`src/rtl/data_mem_sync.sv`:
```
`default_nettype none
// ============================================================================
// Module   : data_mem_sync
// Purpose  : Synchronous word-addressed data memory for the memory stage.
//            It has a request/ready handshake, a registered read port with a
//            one-cycle valid strobe, per-byte write enables and out-of-range
//            detection. After every reset it zero-fills the whole array
//            before accepting requests, so no location ever returns X.
// Revision : 1.0 - initial release
// ----------------------------------------------------------------------------
// Parameters
//   DATA_WIDTH : word width in bits (multiple of 8)
//   DEPTH      : number of words (>= 2)
//   ADDR_WIDTH : width of ADRESS (word index, not byte address)
// Ports
//   CLK        in   clock, rising edge
//   RST        in   synchronous active-high reset
//   MEM_REQ    in   access request, sampled only while READY=1
//   MEM_WRITE  in   1 = write, 0 = read
//   BYTE_EN    in   per-byte write enable (bit i -> WRITE_DATA[8i+7:8i])
//   ADRESS     in   word index
//   WRITE_DATA in   write data
//   READ_DATA  out  registered read data
//   READ_VALID out  one-cycle strobe, READ_DATA valid
//   READY      out  block accepts requests
//   ERR        out  one-cycle strobe, accepted request had ADRESS >= DEPTH
// ============================================================================
module data_mem_sync #(
  parameter int DATA_WIDTH = 32,
  parameter int DEPTH      = 32,
  parameter int ADDR_WIDTH = 32
) (
  input  logic                    CLK,
  input  logic                    RST,
  input  logic                    MEM_REQ,
  input  logic                    MEM_WRITE,
  input  logic [DATA_WIDTH/8-1:0] BYTE_EN,
  input  logic [ADDR_WIDTH-1:0]   ADRESS,
  input  logic [DATA_WIDTH-1:0]   WRITE_DATA,
  output logic [DATA_WIDTH-1:0]   READ_DATA,
  output logic                    READ_VALID,
  output logic                    READY,
  output logic                    ERR
);

  localparam int C_NUM_BYTES = DATA_WIDTH / 8;
  localparam int C_IDX_W     = (DEPTH > 1) ? $clog2(DEPTH) : 1;

  // Index of the last word; reaching it in CLEAR ends the zero-fill.
  localparam logic [C_IDX_W-1:0] C_LAST_IDX = C_IDX_W'(DEPTH - 1);

  // DEPTH widened by one bit so the range check covers every ADRESS bit
  // without truncation or wrap, whatever the relation of DEPTH to ADDR_WIDTH.
  localparam logic [ADDR_WIDTH:0] C_DEPTH_EXT = (ADDR_WIDTH + 1)'(DEPTH);

  typedef enum logic [0:0] {
    ST_CLEAR = 1'b0,
    ST_RUN   = 1'b1
  } state_e;

  state_e                  state_q;
  logic [C_IDX_W-1:0]      clr_cnt_q;
  logic [DATA_WIDTH-1:0]   rd_data_q;
  logic                    rd_valid_q;
  logic                    ready_q;
  logic                    err_q;

  logic [DATA_WIDTH-1:0]   mem_q [DEPTH];

  logic                    in_range;
  logic [C_IDX_W-1:0]      word_idx;
  logic                    req_acc;
  logic                    wr_acc;
  logic                    clear_wr;

  assign in_range = ({1'b0, ADRESS} < C_DEPTH_EXT);
  // Only meaningful when in_range is set, so the upper ADRESS bits are zero.
  assign word_idx = ADRESS[C_IDX_W-1:0];
  assign req_acc  = (state_q == ST_RUN) && MEM_REQ;
  assign wr_acc   = req_acc && MEM_WRITE && in_range;
  assign clear_wr = (state_q == ST_CLEAR);

  // --------------------------------------------------------------------------
  // Control FSM and registered outputs.
  // --------------------------------------------------------------------------
  always_ff @(posedge CLK) begin
    if (RST) begin
      state_q    <= ST_CLEAR;
      clr_cnt_q  <= '0;
      rd_data_q  <= '0;
      rd_valid_q <= 1'b0;
      ready_q    <= 1'b0;
      err_q      <= 1'b0;
    end else begin
      // Strobes last a single cycle unless re-armed below.
      rd_valid_q <= 1'b0;
      err_q      <= 1'b0;
      case (state_q)
        ST_CLEAR: begin
          // Requests are ignored here; READY stays low until the last word
          // has been zeroed on this edge.
          clr_cnt_q <= clr_cnt_q + 1'b1;
          if (clr_cnt_q == C_LAST_IDX) begin
            state_q   <= ST_RUN;
            ready_q   <= 1'b1;
            clr_cnt_q <= '0;
          end
        end
        ST_RUN: begin
          if (MEM_REQ) begin
            if (!in_range) begin
              err_q <= 1'b1;
              if (!MEM_WRITE) begin
                rd_data_q  <= '0;
                rd_valid_q <= 1'b1;
              end
            end else if (!MEM_WRITE) begin
              // Old array contents: a write on an earlier edge is visible.
              rd_data_q  <= mem_q[word_idx];
              rd_valid_q <= 1'b1;
            end
          end
        end
      endcase
    end
  end

  // --------------------------------------------------------------------------
  // Storage array. Reset edges leave contents alone; the CLEAR walk that
  // follows every reset is what zeroes them.
  // --------------------------------------------------------------------------
  always_ff @(posedge CLK) begin
    if (!RST) begin
      if (clear_wr) begin
        mem_q[clr_cnt_q] <= '0;
      end else if (wr_acc) begin
        for (int b = 0; b < C_NUM_BYTES; b++) begin
          if (BYTE_EN[b]) begin
            mem_q[word_idx][8*b +: 8] <= WRITE_DATA[8*b +: 8];
          end
        end
      end
    end
  end

  assign READ_DATA  = rd_data_q;
  assign READ_VALID = rd_valid_q;
  assign READY      = ready_q;
  assign ERR        = err_q;

endmodule
`default_nettype wire
```
`config.mk`:
```
export PLATFORM = sky130hd
export DESIGN_NAME = data_mem_sync
export DESIGN_NICKNAME = d
export VERILOG_FILES = /design/src/rtl/data_mem_sync.sv
export SDC_FILE = /design/constraint.sdc
export NUM_CORES = 1
export LEC_CHECK = 0
export BUFFER_PORTS_ARGS = -buffer_cell sky130_fd_sc_hd__buf_2
export CAP_MARGIN = 20
export CORE_UTILIZATION = 65
export CTS_CLUSTER_SIZE = 10
export DETAILED_ROUTE_END_ITERATION = 8
export GPL_ROUTABILITY_DRIVEN = 0
export PLACE_DENSITY = 0.89
export SYNTH_ARGS = -nofsm -noshare
export SYNTH_HDL_FRONTEND = slang
export SYNTH_SLANG_ARGS = --single-unit
```
`constraint.sdc`:
```
create_clock -name CLK -period 4.3 [get_ports CLK]
set_clock_uncertainty 0.05 [all_clocks]
set_input_delay 0.215 -clock CLK [delete_from_list [all_inputs] [get_ports CLK]]
set_output_delay 0.215 -clock CLK [all_outputs]
set_load 0.05 [all_outputs]
```
==> results_dict.tcl <==
set metrics [dict create \
    status "finished, final reports clean" \
    path_clk_slew_ns 0.06 \
    drc 0 \
    max_freq_mhz 259 \
    endpoint_kind "flip-flop" \
    tightest_slew_ns 1.17 \
    drt-total-wl_mm 110 \
    cp-start-kind "flip-flop" \
    clockRootBuffer "clkbuf_16" \
    finalPower_w 0.0210 \
    area_growth_pct 14.3 \
    core_region_area_um2 63000 \
    p_leak_nw 17.5 \
    grt_remaining_overflow 0 \
    rsz0062_at_grt "no" \
    tritoncts "yes" \
    final_cell_mix "edfxtp_1, mux4_2, buf_4, buf_2, nor3_1" \
    synth_ff_type "edfxtp_1" \
    io_pins 107 \
    setup_viol 0 \
    syn-num-nets 1981 \
    slew_violations 0 \
    synth_largest_area_cell "edfxtp_1" \
    fillers 3119 \
    hpwl_mm 60.3 \
    die_w_um 254 \
    wire_per_inst_um 35.0 \
    clockBufferDepth 3 \
    yosysSeqAreaShare_pct 76.4 \
    die_y_um 254 \
    ir_drop_uv 534 \
    hold_viol 0 \
    fin_setup_tns_ns 0 \
    cts_resized 0 \
    postSynth.asyncResetShare_pct 0 \
    antenna_found_initial 4 \
    synth_top_area_share_pct 74.4 \
    synth_cells 1907 \
    clkLatencyLatePin_ns 0.68 \
    grt_max_degree 102 \
    drt-vias-per-instance 7.26 \
    ctsHtreeMaxLevel 3 \
    cp.arrival_ns 4.26 \
    crit_required_ns 4.69 \
    fin_crit_sh_pct 90.0 \
    io_buffers 106 \
    num_vias 22701 \
    initial_core_util_pct 65.7 \
    max_cap_viol_count 0 \
    yosys_warnings 0 \
    cts_sinks 1065 \
    dr.first_iter.drc_count 3838 \
    synth.distinct_cells 34 \
    die_area_um2 64600 \
    critPathMaxFanout 47 \
    fin_crit_ns 3.87 \
    rows 92 \
    final_common_cell "edfxtp_1" \
    final_antenna_net_count 0 \
    syn_area_per_cell_um2 21.7 \
    hold_class "in -> reg" \
    nets 2271 \
    dr.pass1.iters 6 \
    first_global_vias 22961 \
    grt_usage_pct 34.4 \
    synth-edff-count 1024 \
    criticalPathCategory "reg -> reg" \
    synth-seq-cells 1065 \
    slew_headroom_pct 21.7 \
    drive_above_1_share_pct 32.1 \
    grt_pass1_wl_mm 155 \
    fin_util_pct 75.0 \
    synth_area_leaders "edfxtp_1, mux4_2, dfxtp_1" \
    power.density_nw_per_um2 443 \
    cts_inserted_buffers 116 \
    netlist_area_um2 41300 \
]
## per-layer routing
metal,vias to the layer above,share of wire [%],GRT usage [%]
met4,4,5.3,15.7
met3,440,12,7.61
li1,8635,-,-
met1,11394,32,44.8
met2,2228,50,56.5
met5,-,0.026,0
## synthesized netlist by cell type (3+ instances only)
master	number
a211o_1	32
a21oi_1	40
a22oi_1	64
and2_1	34
and3_1	3
buf_1	10
buf_12	5
buf_2	32
buf_4	6
buf_6	4
clkbuf_1	75
dfxtp_1	41
edfxtp_1	1024
inv_1	3
mux2_2	6
mux2i_1	11
mux4_2	288
nand2_1	8
nand3b_1	3
nand4_1	4
nor2_1	18
nor2b_1	39
nor3_1	133
nor3b_1	3
nor4_1	7
## sequential cells by signal, indices dropped and copies added (netlist names)
signal / count
mem_q: 1024
READ_VALID: 1
READ_DATA: 32
ERR: 1
READY: 1
clr_cnt_q: 5
state_q: 1
## path summary, 6_finish.rpt
check	startpoint	depth (start not counted)	slack, ns	to
worst min register to register	READ_DATA[29]	1	0.42	READ_DATA[29]
worst max register to register	state_q	8	0.43	mem_q[16][12]
worst max-delay path	state_q	8	0.43	mem_q[16][12]
worst min-delay path	ADRESS[24]	5	0.12	ERR
## worst max-delay path, cell delays in order (launching register included)
cell and delay, ns:
dfxtp_1 0.68, and3b_1 0.26, nand4_1 0.15, nor3_2 0.36, buf_12 0.34, mux2i_4 0.91
buf_4 0.42, nor3_1 0.20, buf_4 0.22
## kinds of logic after synthesis
group | after synthesis | synth area share, %
flops | 1065 | 76.4
fa+ha+maj | 2 | 0.0605
mux | 305 | 16.1
buf+inv | 136 | 1.66
compound gates | 140 | 2.38
simple gates | 259 | 3.43
## repair_timing
action | 4_1_cts | 5_1_grt
setup buffers | 0 | 0
endpoints found under the hold margin | 16 | 0
hold buffers | 6 | 0
## layout make-up
cell class	count	area (um^2)	area share [%]
sequential	1065	31600	66.8
timing repair buffer	305	2110	4.48
antenna	1	2.50	0.00530
tap	846	1060	2.24
clock buffer	201	3290	6.95
inverter	3	11.3	0.0238
clock inverter	1	8.76	0.0185
multi-input combinational	706	9200	19.5
## report_power, final
group / switching (W) / internal (W)
Clock: 0.00384 / 0.00510
Sequential: 0.0000253 / 0.0113
Combinational: 0.000439 / 0.000285
Total: 0.00431 / 0.0166
## through the flow
step           hold slack (ns)  instances  setup WS (ns)  area (um^2)
2_1_floorplan            0.271       1907           1.48        41300
3_3_place_gp             0.399       2857          0.818        43500
6_report                 0.117       3128          0.432        47300
5_1_grt                  0.141       3128          0.440        47300
3_5_place_dp             0.401       2870          0.588        43600
4_1_cts                 0.0147       3078          0.443        46900
No activity file was read; power rests on OpenSTA's default activity.
